===== src/rtl/cpu_trap_pkg.sv =====
// Shared trap-controller definitions: cause codes, CSR addresses, mstatus bit positions, states.
// The external-interrupt cause only exists when CPU_TRAP_IRQ_EN is defined.
package cpu_trap_pkg;

  localparam logic [3:0] CAUSE_MISALIGNED = 4'd0;
  localparam logic [3:0] CAUSE_ILLEGAL    = 4'd2;
  localparam logic [3:0] CAUSE_EBREAK     = 4'd3;
  localparam logic [3:0] CAUSE_ECALL      = 4'd11;
`ifdef CPU_TRAP_IRQ_EN
  localparam logic [3:0] CAUSE_IRQ_EXT    = 4'd11;
`endif

  localparam logic [11:0] CSR_MSTATUS = 12'h300;
  localparam logic [11:0] CSR_MEPC    = 12'h341;
  localparam logic [11:0] CSR_MCAUSE  = 12'h342;

  localparam int MSTATUS_MIE_BIT  = 3;
  localparam int MSTATUS_MPIE_BIT = 7;

  typedef enum logic [2:0] {
    IDLE,
    SAVE_EPC,
    SAVE_CAUSE,
    SAVE_STATUS,
    RESTORE_STATUS,
    REDIRECT
  } trap_state_e;

  // Low byte of an mstatus image holding only MIE and MPIE; all other bits are zero.
  function automatic logic [7:0] mstatus_byte(input logic mie, input logic mpie);
    logic [7:0] b;
    b = 8'h00;
    b[MSTATUS_MIE_BIT]  = mie;
    b[MSTATUS_MPIE_BIT] = mpie;
    return b;
  endfunction

endpackage


===== src/rtl/cpu_trap_prio.sv =====
// Combinational request priority encoder: misaligned > illegal > ebreak > ecall > mret > irq.
// The irq leg exists only with CPU_TRAP_IRQ_EN defined.
module cpu_trap_prio
  import cpu_trap_pkg::*;
#(
  parameter int XLEN = 32
) (
  input  logic            instr_valid,
  input  logic            exc_misaligned,
  input  logic            exc_illegal,
  input  logic            exc_ebreak,
  input  logic            exc_ecall,
  input  logic            mret,
  input  logic            irq_ext,
  input  logic            mie,
  output logic            take,
  output logic            is_mret,
  output logic [XLEN-1:0] cause
);

  always_comb begin
    take    = 1'b0;
    is_mret = 1'b0;
    cause   = '0;
    if (instr_valid) begin
      if (exc_misaligned) begin
        take       = 1'b1;
        cause[3:0] = CAUSE_MISALIGNED;
      end else if (exc_illegal) begin
        take       = 1'b1;
        cause[3:0] = CAUSE_ILLEGAL;
      end else if (exc_ebreak) begin
        take       = 1'b1;
        cause[3:0] = CAUSE_EBREAK;
      end else if (exc_ecall) begin
        take       = 1'b1;
        cause[3:0] = CAUSE_ECALL;
      end else if (mret) begin
        is_mret    = 1'b1;
`ifdef CPU_TRAP_IRQ_EN
      end else if (irq_ext && mie) begin
        take          = 1'b1;
        cause[3:0]    = CAUSE_IRQ_EXT;
        cause[XLEN-1] = 1'b1;
`endif
      end
    end
  end

`ifndef CPU_TRAP_IRQ_EN
  logic unused_irq;
  assign unused_irq = irq_ext & mie;
`endif

endmodule


===== src/rtl/cpu_trap_ctrl.sv =====
// Trap sequencer: stalls the core, writes mepc/mcause/mstatus, then redirects the PC once.
// Define CPU_TRAP_IRQ_EN to let irq_ext raise a trap at the lowest priority.
module cpu_trap_ctrl
  import cpu_trap_pkg::*;
#(
  parameter int XLEN = 32
) (
  input  logic            clk,
  input  logic            rst,
  input  logic            instr_valid,
  input  logic [XLEN-1:0] pc,
  input  logic            exc_misaligned,
  input  logic            exc_illegal,
  input  logic            exc_ebreak,
  input  logic            exc_ecall,
  input  logic            mret,
  input  logic            irq_ext,
  input  logic [XLEN-1:0] mtvec,
  input  logic [XLEN-1:0] mepc,
  input  logic            sw_mstatus_we,
  input  logic [XLEN-1:0] sw_mstatus_wdata,
  output logic            stall,
  output logic            flush,
  output logic            csr_we,
  output logic [11:0]     csr_addr,
  output logic [XLEN-1:0] csr_wdata,
  output logic            redirect,
  output logic [XLEN-1:0] redirect_pc,
  output logic            mstatus_mie,
  output logic            mstatus_mpie
);

  trap_state_e     state_q, state_d;
  logic [XLEN-1:0] epc_q, epc_d;
  logic [XLEN-1:0] cause_q, cause_d;
  logic            mie_q, mie_d;
  logic            mpie_q, mpie_d;
  logic            is_trap_q, is_trap_d;

  logic            take;
  logic            is_mret;
  logic [XLEN-1:0] req_cause;

  cpu_trap_prio #(.XLEN(XLEN)) u_prio (
    .instr_valid    (instr_valid),
    .exc_misaligned (exc_misaligned),
    .exc_illegal    (exc_illegal),
    .exc_ebreak     (exc_ebreak),
    .exc_ecall      (exc_ecall),
    .mret           (mret),
    .irq_ext        (irq_ext),
    .mie            (mie_q),
    .take           (take),
    .is_mret        (is_mret),
    .cause          (req_cause)
  );

  always_ff @(posedge clk or posedge rst) begin
    if (rst) begin
      state_q   <= IDLE;
      epc_q     <= '0;
      cause_q   <= '0;
      mie_q     <= 1'b0;
      mpie_q    <= 1'b0;
      is_trap_q <= 1'b0;
    end else begin
      state_q   <= state_d;
      epc_q     <= epc_d;
      cause_q   <= cause_d;
      mie_q     <= mie_d;
      mpie_q    <= mpie_d;
      is_trap_q <= is_trap_d;
    end
  end

  // Only stall/flush and the IDLE transition look at request inputs; CSR outputs decode registered state.
  always_comb begin
    state_d     = state_q;
    epc_d       = epc_q;
    cause_d     = cause_q;
    mie_d       = mie_q;
    mpie_d      = mpie_q;
    is_trap_d   = is_trap_q;
    stall       = 1'b1;
    flush       = 1'b0;
    csr_we      = 1'b0;
    csr_addr    = 12'h000;
    csr_wdata   = '0;
    redirect    = 1'b0;
    redirect_pc = '0;

    unique case (state_q)
      IDLE: begin
        stall = 1'b0;
        if (take) begin
          stall     = 1'b1;
          flush     = 1'b1;
          epc_d     = pc;
          cause_d   = req_cause;
          is_trap_d = 1'b1;
          state_d   = SAVE_EPC;
        end else if (is_mret) begin
          stall     = 1'b1;
          flush     = 1'b1;
          is_trap_d = 1'b0;
          state_d   = RESTORE_STATUS;
        end else if (sw_mstatus_we) begin
          mie_d  = sw_mstatus_wdata[MSTATUS_MIE_BIT];
          mpie_d = sw_mstatus_wdata[MSTATUS_MPIE_BIT];
        end
      end
      SAVE_EPC: begin
        csr_we    = 1'b1;
        csr_addr  = CSR_MEPC;
        csr_wdata = epc_q;
        state_d   = SAVE_CAUSE;
      end
      SAVE_CAUSE: begin
        csr_we    = 1'b1;
        csr_addr  = CSR_MCAUSE;
        csr_wdata = cause_q;
        state_d   = SAVE_STATUS;
      end
      SAVE_STATUS: begin
        csr_we         = 1'b1;
        csr_addr       = CSR_MSTATUS;
        csr_wdata[7:0] = mstatus_byte(1'b0, mie_q);
        mpie_d         = mie_q;
        mie_d          = 1'b0;
        state_d        = REDIRECT;
      end
      RESTORE_STATUS: begin
        csr_we         = 1'b1;
        csr_addr       = CSR_MSTATUS;
        csr_wdata[7:0] = mstatus_byte(mpie_q, 1'b1);
        mie_d          = mpie_q;
        mpie_d         = 1'b1;
        state_d        = REDIRECT;
      end
      REDIRECT: begin
        stall       = 1'b0;
        redirect    = 1'b1;
        redirect_pc = is_trap_q ? {mtvec[XLEN-1:2], 2'b00} : mepc;
        state_d     = IDLE;
      end
      default: begin
        stall   = 1'b0;
        state_d = IDLE;
      end
    endcase
  end

  assign mstatus_mie  = mie_q;
  assign mstatus_mpie = mpie_q;

  logic unused_bits;
  assign unused_bits = ^{mtvec[1:0], sw_mstatus_wdata};

endmodule


===== config.mk =====
export PLATFORM = sky130hd
export DESIGN_NAME = cpu_trap_ctrl
export DESIGN_NICKNAME = d
export VERILOG_FILES = /design/src/rtl/cpu_trap_pkg.sv /design/src/rtl/cpu_trap_prio.sv /design/src/rtl/cpu_trap_ctrl.sv
export SDC_FILE = /design/constraint.sdc
export NUM_CORES = 1
export LEC_CHECK = 0
export ABC_AREA = 0
export ABC_CLOCK_PERIOD_IN_PS = 4400
export CORE_MARGIN = 5
export CORE_UTILIZATION = 35
export CTS_CLUSTER_SIZE = 16
export DETAILED_ROUTE_END_ITERATION = 6
export PLACE_DENSITY = 0.86
export RECOVER_POWER = 25
export SETUP_SLACK_MARGIN = 0.2
export SLEW_MARGIN = 15
export SYNTH_ARGS = -nofsm -noshare
export SYNTH_HDL_FRONTEND = slang
export SYNTH_SLANG_ARGS = --single-unit

===== constraint.sdc =====
create_clock -name clk -period 4.4 [get_ports clk]
set_input_delay 0.44 -clock clk [delete_from_list [all_inputs] [get_ports clk]]
set_output_delay 0.44 -clock clk [all_outputs]
set_load 0.01 [all_outputs]

==> summary.md, run 1 <==
| Metric | Value |
|---|---|
| Status | finished, violations left |
| Failing checks | capacitance limit, slew limit |
| Top achievable clock speed | approximately 320 MHz |
| Die extent in x | around 97 um |
| Switching Fraction | 35.00% |
| Count leader, synth | dfrtp_1 |
| Die H | a little under 100 um |
| Async S/R FF share, synth | 100.0% |
| Worst reg2reg setup slack | 1.82 ns |
| DR pass1 iterations | 4 |
| Synth Cell Area | roughly 0.0026 mm^2 |
| Max clock buf depth | 2 |
| Later-pin clock latency in the skew report | between 0.2 and 0.3 ns |
| Placed insts | between 500 and 600 |
| Initial Utilization | a little over a third |
| # diodes | 0 |
| First-pass GRT wire length | ~14,000 um |
| Total wire length | 9083 um |
| Max-cap viol count | 1 |
| Hold Path Sink | epc_q[26] |
| Unique masters post-synth | 34 |
| Number of global-route vias before repair | 2,557 |
| Post-route DRC | 0 |
| Vias/cell | 4.684 |
| CP Class | flop to output port |
| Start point of the worst hold path | epc_q[26] |
| Crit start category | flop |
| Post-synth top area cell | dfrtp_1 |
| GRT Residual Overflow | 0 |
| Avg WL per Cell | 17.50 um |
| Site row count | 31 |
| Pint | 1562 uW |
| Fin Setup TNS | 0 ns |
| Final Cycle Share | 71.15% |
| Synth Warn # | 0 |
| Hpwl dp | 7285 um |
| Average size of a mapped cell | about 11 um^2 |
| Type of the most critical hold path | flop to flop |
| # hold bufs at CTS | 0 |
| Final hold violations | 0 |
| Area Overhead vs Synth | 70.48% |
| WHS | 0.5042 ns |
| CTS root buffer | clkbuf_8 |
| Number of DRC markers in iteration 0 | 60 |
| Worst Path Arrival | 2.69 ns |
| Post-CTS setup buffers | 0 |
| EDFF count, synth | 0 |
| Combinational Power Share | a little over 60% |
| Initial antenna violation count | 0 |
| Peak supply drop | 301.1 uV |
| Largest net degree at the start of global routing | 42 |
| CTS resizes | 0 |
| Top-area cell type share of the netlist area | 38.79% |
| Max-slew headroom | -44.55% |
| Synth Flop Type | dfrtp_1 |
| GPL Wtd Cong | 0.9273 |
| Min Tclk post-route | 3.131 ns |
| TritonCTS clock tree | built |
| Post-DRT Antenna Nets | 0 |
| Non-Filler Instances | 519 |
| PwrDens | 533.0 mW/mm^2 |
| Via count | 2,431 |
| Final Skew | ~0.011 ns |
| Hold depth | 1 |
| Clk slew on worst S/H paths | 0.08 ns |
| Clock sink count | around 40 |
| Layout cell share with drive strength beyond 1 | 10.95% |
| Reg-to-Reg Start | state_q[2] |
| Switching Power | 841.4 uW |
| Worst slew pin tran | between 2 and 2.5 ns |
| Reg power frac | between 20 and 30% |
| Port Buffers | 179 |
| IO Count | 220 |
| RSZ-0062 raised after global routing | no |
| Syn Inst Count | 250 |
| Worst-path fanout max | 33 |
| Gr usage total | between 10% and 20% |
| Crit. End Element | output port |
| CTS Buf Count | 5 |
| Die area | around 0.0094 mm^2 |
| Core box area | 0.007292 mm^2 |
| Crit path required time | 3.96 ns |
| H-tree depth | 2 |
| Yosys reg bits | 41 |
| Sequential share of the synthesized area | 38.79% |
| Part of the power in the clock network | 10.1% |
| Setup-failing EPs final | 0 |
| Top cells by count, synth | dfrtp_1 (41), nor2_1 (38), mux2i_1 (33) |
| Capturing point of the worst reg2reg path | epc_q[30] |
| R2R depth | 3 |
| Pleak | a little under 0.002 uW |
| Nets | 557 |
| Synth top area cells | dfrtp_1 (39%), mux2_4 (16%), mux2i_1 (12%) |
| Max-slew violations | 42 |
## area by class of cell
cell class	instances	area [um^2]
clock buffers	6	72.57
clock inverters	2	15.01
fillers	598	2783
inverters	4	15.01
multi-input cells	185	1446
flip-flops and latches	41	1026
well taps	99	123.9
repair buffers	182	1810
## registers in the layout, indices dropped and copies added (netlist names)
signal        cells
epc_q            32
cause_q           3
state_q           3
is_trap_q         1
mstatus_mie       1
mstatus_mpie      1
## worst max-delay path by stage
| stage | startpoint | end | slack (ns) | cells past startpoint |
|---|---|---|---|---|
| final | state_q[2] | redirect_pc[1] | 1.27 | 3 |
| after global routing | state_q[2] | redirect_pc[0] | 1.02 | 3 |
| after CTS | state_q[2] | redirect_pc[1] | 1.25 | 3 |
| after detailed placement | instr_valid | epc_q[30] | 1.53 | 4 |
| after global placement | instr_valid | epc_q[29] | 1.59 | 4 |
| after floorplan | state_q[1] | csr_wdata[25] | 2.48 | 5 |
## per-stage QoR
step | cell area, um^2 | setup slack (ns) | utilization [%] | total power (uW)
floorplan | 2668 | 2.480 | - | 1579
global placement | 4425 | 1.586 | 60.69 | 2140
detailed placement | 4425 | 1.530 | 60.69 | 2185
CTS | 4513 | 1.249 | 61.89 | 2439
global route | 4509 | 1.021 | 61.84 | 2573
finish | 4509 | 1.269 | 61.84 | 2404
## kinds of logic (layout without fill, tap and decap cells)
family | Yosys count | in the layout | synth area share, %
AOI/OAI and AO/OA | 24 | 24 | 5.819
buffers and inverters | 30 | 194 | 7.426
DFF | 41 | 41 | 38.79
muxes | 65 | 65 | 30.09
other | 1 | 7 | 0.1418
and+or+nand+nor | 89 | 89 | 17.74
## critical path: stages, from the launching register on
cell and delay (ns):
dfrtp_1 0.66, nand2_1 0.74, nor3b_1 0.40, clkdlybuf4s50_1 0.61
## routing by layer
| layer | wire length (um) | global-route usage, % | share of wire, % |
|---|---|---|---|
| met3 | 664 | 5.612 | 7.3 |
| met5 | 0 | 0 | 0 |
| met4 | 88 | 3.996 | 0.97 |
| met2 | 4763 | 34.77 | 52 |
| met1 | 3566 | 21.19 | 39 |
## placed cells by master (no fill, tap or decap), types with 3 or more instances in the layout
| cell type | synthesis | layout |
|---|---|---|
| clkdlybuf4s50_1 | 0 | 178 |
| dfrtp_1 | 41 | 41 |
| nor2_1 | 38 | 38 |
| mux2i_1 | 33 | 33 |
| mux2_4 | 28 | 28 |
| and2_1 | 29 | 28 |
| nand2_1 | 7 | 7 |
| a21oi_1 | 7 | 7 |
| conb_1 | 1 | 7 |
| o21ai_0 | 6 | 6 |
| clkbuf_8 | 0 | 5 |
| o21a_1 | 4 | 4 |
| inv_1 | 4 | 4 |
| mux2_2 | 4 | 4 |
| nor2b_1 | 3 | 3 |
## power groups by stage
| stage | logic (uW) | registers [uW] | clock network, uW |
|---|---|---|---|
| detailed placement | 1480 | 707 | 0 |
| global placement | 1440 | 696 | 0 |
| CTS | 1480 | 705 | 251 |
| floorplan | 940 | 639 | 0 |
| finish | 1460 | 703 | 242 |
| global route | 1580 | 732 | 265 |
(Power assumes the default switching activity.)
==> inputs of run 2 (changes only) <==
- ABC_CLOCK_PERIOD_IN_PS: 4400 -> 2700
- CORE_UTILIZATION: 35 -> 30
- PLACE_DENSITY: 0.86 -> 0.79
- clock period: 4.4 -> 2.7 ns (I/O delays scaled with it)
==> summary.md, run 2 (same netlist as run 1, synthesis figures left out) <==
| Metric | Value |
|---|---|
| Crit. End Element | output port |
| Largest net degree at the start of global routing | 34 (-19%) |
| Crit start category | flop |
| TritonCTS clock tree | built |
| Worst-path fanout max | 22 (-33%) |
| # diodes | 0 (unchanged) |
| Post-DRT Antenna Nets | 0 (unchanged) |
| Later-pin clock latency in the skew report | 0.29 ns (about the same) |
| R2R depth | 5 (+2) |
| Max-slew headroom | 23.23% (+68 points) |
| H-tree depth | 2 (unchanged) |
| Top achievable clock speed | roughly 420 MHz |
| Peak supply drop | 510.6 uV (+70%) |
| Final Skew | 0.007801 ns (-0.003031 ns) |
| Setup-failing EPs final | 0 (unchanged) |
| Max clock buf depth | 2 (unchanged) |
| Total wire length | 9006 um (-0.85%) |
| Crit path required time | 2.43 ns (-1.53 ns) |
| Critical-path cell list | nor2b_1 -> nand2_2 -> buf_12 -> nor2_1 -> clkdlybuf4s50_1 |
| Type of the most critical hold path | flop to flop |
| CTS Buf Count | 5 (unchanged) |
| Fin Setup TNS | 0 ns (unchanged) |
| Die H | 103.9 um (+7.2%) |
| CP Class | flop to output port |
| CP max-delay cell | clkdlybuf4s50_1 |
| Biggest register | epc_q |
| Design area | 0.004639 mm^2 (+2.9%) |
| Hold depth | 1 (unchanged) |
| Worst slew pin tran | 1.150 ns (-1.018 ns) |
| Die area | 0.01079 mm^2 (+15%) |
| Top flop regs | epc_q: 32 flops, cause_q: 3 flops, state_q: 3 flops |
| Gr usage total | 16.26% (-2.5 points) |
| Post-CTS setup buffers | 0 (unchanged) |
| Vias/cell | 4.670 (-0.30%) |
| Final Cycle Share | 88.24% |
| Die extent in x | 103.9 um (+7.2%) |
| Status | finished clean |
| Via count | 2,503 (+3.0%) |
| RSZ-0062 raised after global routing | yes |
| First-pass GRT wire length | 14,560 um (+3.1%) |
| GRT Residual Overflow | 0 (unchanged) |
| Most frequent cells in the layout | clkdlybuf4s50_1 (178), dfrtp_1 (41), nor2_1 (38), mux2i_1 (33) |
| DR pass1 iterations | 4 (unchanged) |
| GPL Wtd Cong | 0.7796 (-16%) |
| Area Overhead vs Synth | 75.40% |
| Clock sink count | 41 (unchanged) |
| Max-cap viol count | 0 (-1) |
| Number of global-route vias before repair | 2,802 (+9.6%) |
| Pleak | 0.002030 uW (+3.7%) |
| # hold bufs at CTS | 0 (unchanged) |
| Core box area | 0.008636 mm^2 (+18%) |
| Nets | 565 (+1.4%) |
| Worst reg2reg setup slack | 0.67 ns (-1.15 ns) |
| Post-route DRC | 0 (unchanged) |
| Filler Cell Count | 748 (+25%) |
| Placement Cell Area | 0.004524 mm^2 (+2.2%) |
| Worst Path Arrival | 2.11 ns (-0.58 ns) |
| Layout cell share with drive strength beyond 1 | 13.08% (+2.1 points) |
| Commonest non-fill, non-tap cell in the layout | clkdlybuf4s50_1 |
| Max reg flops | 32 (unchanged) |
| Avg WL per Cell | 16.80 um (-4.0%) |
| IO Count | 220 (unchanged) |
| Max-slew violations | 0 (-100%) |
| Min Tclk post-route | 2.383 ns |
| Number of DRC markers in iteration 0 | 75 (+25%) |
| CTS root buffer | clkbuf_8 |
| Site row count | 34 (+9.7%) |
| Final hold violations | 0 (unchanged) |
| Clk slew on worst S/H paths | 0.08 ns (about the same) |
| Initial Utilization | 30.63% (-5.6 points) |
| Hpwl dp | 7164 um (-1.7%) |
| PwrDens | 890.6 mW/mm^2 (+67%) |
| Port Buffers | 179 (unchanged) |
| CP max stage delay | 0.62 ns (-0.12 ns) |
| Initial antenna violation count | 0 (unchanged) |
-- run 2: layer usage --
metal,vias up,part of all wire [%],track usage [%]
li1,1176,-,-
met1,1191,42,19.21
met2,127,48,28.46
met3,9,9.2,6.021
met4,0,0.92,2.868
met5,-,0,0
-- run 2: area by class of cell --
type	count	area (um^2)	share of cell area, %
clock inverter	1	30.03	0.6472
multi-input combinational	185	1451	31.28
timing repair buffer	190	1896	40.86
inverter	4	15.01	0.3236
clock buffer	7	86.33	1.861
sequential	41	1026	22.11
tap	108	135.1	2.913
-- run 2: what timing repair did --
| action | in CTS | in global routing |
|---|---|---|
| pin swaps | 0 | 0 |
| setup endpoints to repair | 1 | 1 |
| resized for setup | 1 | 0 |
| endpoints found under the hold margin | 0 | 0 |
-- run 2: power breakdown --
part | switching (uW) | internal [uW] | total [uW]
registers | 179 | 927 | 1110
logic | 1010 | 1500 | 2510
clock network | 218 | 302 | 520
-- run 2: worst paths after layout --
kind                                    to       start
max reg2reg                      epc_q[18]  state_q[2]
max                        redirect_pc[26]  state_q[1]
max in group asynchronous        epc_q[18]         rst
min in group asynchronous         epc_q[0]         rst
min                              is_trap_q   is_trap_q
min reg2reg                      is_trap_q   is_trap_q
-- run 2: per-stage QoR --
stage | total power (uW) | util, % | std cells | hold WS [ns] | worst slack, ns
CTS | 4185 | 53.77 | 536 | 0.4432 | 0.2830
detailed placement | 3640 | 52.39 | 528 | 0.4779 | 0.3383
global placement | 3575 | 52.39 | 528 | 0.4643 | 0.3417
floorplan | 2574 | - | 256 | 0.3557 | 0.9012
finish | 4132 | 53.72 | 536 | 0.4872 | 0.3174
global route | 4409 | 53.72 | 536 | 0.5277 | 0.1847
-- run 2: critical path, delay by kind of cell (launching register included) --
kind,cells,cell delay [ns]
buffers and inverters,2,0.84
and+or+nand+nor,3,0.60
DFF,1,0.38
==> inputs of run 3 (changes only) <==
- ABC_CLOCK_PERIOD_IN_PS: 2700 -> 2450
- CORE_UTILIZATION: 30 -> 33
- PLACE_DENSITY: 0.79 -> 0.82
- clock period: 2.7 -> 2.45 ns (I/O delays scaled with it)
==> summary.md, run 3 (same netlist as run 1, synthesis figures left out) <==
| Metric | Value |
|---|---|
| H-tree depth | 2 (unchanged) |
| Port Buffers | 179 (unchanged) |
| Reg power frac | 27.1% (+0.3 points) |
| Commonest non-fill, non-tap cell in the layout | clkdlybuf4s50_1 |
| Non-Filler Instances | 535 (-0.19%) |
| GPL Wtd Cong | 0.8533 (+9.5%) |
| Initial Utilization | 34.05% (+3.4 points) |
| Switching Fraction | 34.59% (+0.61 points) |
| Die H | 99.53 um (-4.2%) |
| Core box area | 0.007767 mm^2 (-10%) |
| Type of the most critical hold path | input port to flop |
| Max-cap viol count | 0 (unchanged) |
| Pint | 2968 uW (+8.8%) |
| Crit path required time | 2.20 ns (-0.23 ns) |
| # hold bufs at CTS | 0 (unchanged) |
| Worst-path fanout max | 5 (-77%) |
| RSZ-0062 raised after global routing | yes |
| Die extent in x | 99.53 um (-4.2%) |
| Max clock buf depth | 2 (unchanged) |
| Crit start category | flop |
| Top flop regs | epc_q: 32 flops, cause_q: 3 flops, state_q: 3 flops |
| PwrDens | 951.7 mW/mm^2 (+6.9%) |
| Combinational Power Share | 63.6% (+3.0 points) |
| Post-route DRC | 0 (unchanged) |
| Max-slew headroom | 32.62% (+9.4 points) |
| Worst Path Arrival | 1.92 ns (-0.19 ns) |
| IO Count | 220 (unchanged) |
| Setup WS post-layout | 0.2813 ns (-0.03614 ns) |
| Filler Cell Count | 625 (-16%) |
| Worst slack at placement | 0.1258 ns (-0.2125 ns) |
| Die area | 0.009906 mm^2 (-8.2%) |
| Post-DRT Antenna Nets | 0 (unchanged) |
| First-pass GRT wire length | 13,880 um (-4.7%) |
| # diodes | 0 (unchanged) |
| Worst slew pin tran | 1.011 ns (-0.1396 ns) |
| Number of DRC markers in iteration 0 | 57 (-24%) |
| Max-slew violations | 0 (unchanged) |
| Total wire length | 9117 um (+1.2%) |
| Top achievable clock speed | approximately 460 MHz |
| Min Tclk post-route | around 2.2 ns |
| Most frequent cells in the layout | clkdlybuf4s50_1 (151), dfrtp_1 (40), nor2_1 (36), mux2i_1 (33) |
| Site row count | 32 (-5.9%) |
| Peak supply drop | 480.9 uV (-5.8%) |
| GRT Residual Overflow | 0 (unchanged) |
| Final Cycle Share | between 80% and 90% |
| Switching Power | 1569 uW (+12%) |
| Later-pin clock latency in the skew report | 0.28 ns (about the same) |
| CTS root buffer | clkbuf_8 |
| Avg WL per Cell | 17.04 um (+1.4%) |
| WHS | 0.3383 ns (-0.1488 ns) |
| Largest net degree at the start of global routing | 42 (+24%) |
| Vias/cell | 4.688 (+0.39%) |
| TritonCTS clock tree | built |
| Via count | 2,508 (+0.20%) |
| Area Overhead vs Synth | 80.27% |
| Hpwl dp | 7194 um (+0.43%) |
| Nets | 571 (+1.1%) |
| Pleak | 0.002480 uW (+22%) |
| Biggest register | epc_q |
| Layout cell share with drive strength beyond 1 | 15.24% (+2.2 points) |
| Clk slew on worst S/H paths | 0.08 ns (about the same) |
| Crit. End Element | output port |
| Initial antenna violation count | 0 (unchanged) |
| CP Class | flop to output port |
| Final Skew | 0.008256 ns (+0.0004542 ns) |
| Part of the power in the clock network | 9.3% (-3.3 points) |
| Number of global-route vias before repair | 2,628 (-6.2%) |
| DR pass1 iterations | 4 (unchanged) |
| Max reg flops | 32 (unchanged) |
| CTS Buf Count | 5 (unchanged) |
| Setup-failing EPs final | 0 (unchanged) |
| Placed insts | 521 (-1.3%) |
| Final hold violations | 0 (unchanged) |
| Clock sink count | 41 (unchanged) |
| Status | finished clean |
| Fin Setup TNS | 0 ns (unchanged) |
| Gr usage total | 17.62% (+1.4 points) |
run 3: cell count changes in the layout (fill, tap and decap cells not counted), sizes merged:
cell / change
clkinv: +2
dlygate4sd2: +1
clkdlybuf4s50: -27
buf: +5
dlymetal6s2s: +26
bufinv: -1
inv: -1
run 3: worst paths after layout:
| kind | start | end | slack [ns] | cells past startpoint |
|---|---|---|---|---|
| max | state_q[2] | csr_addr[6] | 0.28 | 5 |
| min | exc_ecall | cause_q[3] | 0.34 | 3 |
| max reg2reg | state_q[2] | epc_q[29] | 0.41 | 6 |
| min reg2reg | epc_q[30] | epc_q[30] | 0.50 | 1 |
| max in group asynchronous | rst | is_trap_q | 1.05 | 3 |
| min in group asynchronous | rst | epc_q[19] | 0.71 | 3 |
run 3: power groups by stage:
stage / clock network, uW / registers (uW) / logic [uW]
4_1_cts: 445 / 1230 / 2840
3_3_place_gp: 0 / 1220 / 2730
6_report: 421 / 1230 / 2890
3_5_place_dp: 0 / 1230 / 2780
5_1_grt: 469 / 1280 / 3100
2_1_floorplan: 0 / 1150 / 1690
run 3: metrics by stage:
stage | util, % | total power [uW] | area [um^2]
finish | 61.39 | 4538 | 4768
global route | 61.39 | 4847 | 4768
global placement | 58.05 | 3951 | 4509
CTS | 59.57 | 4512 | 4627
detailed placement | 58.05 | 4008 | 4509
floorplan | - | 2836 | 2668
run 3: layout make-up:
| class | count | area, um^2 | area share (%) |
|---|---|---|---|
| clock inverter | 1 | 8.758 | 0.1837 |
| timing repair buffer | 196 | 2048 | 42.95 |
| inverter | 4 | 15.01 | 0.3149 |
| clock buffer | 6 | 72.57 | 1.522 |
| multi-input combinational | 185 | 1469 | 30.81 |
| sequential | 41 | 1027 | 21.54 |
| tap | 102 | 127.6 | 2.676 |
run 3: worst max-delay path, cell delays in order, from the launching register on:
cell and delay [ns]:
dfrtp_1 0.41, buf_4 0.16, nand2b_1 0.17, nor2_2 0.22, or2_2 0.16, clkdlybuf4s50_1 0.52
run 3: layer usage:
metal	up-vias	wire length, um	global-route usage, %
met2	126	4693	31.97
li1	1194	-	-
met1	1176	3388	19.45
met5	-	0	0
met4	0	129	3.992
met3	12	905	6.662
run 3: timing repair:
| item | in CTS | in global routing |
|---|---|---|
| gates resized for setup | 8 | 29 |
| pin swaps | 2 | 1 |
| setup endpoints to repair | 60 | 49 |
| buffers inserted | 2 | 4 |
| cloned | 0 | 1 |
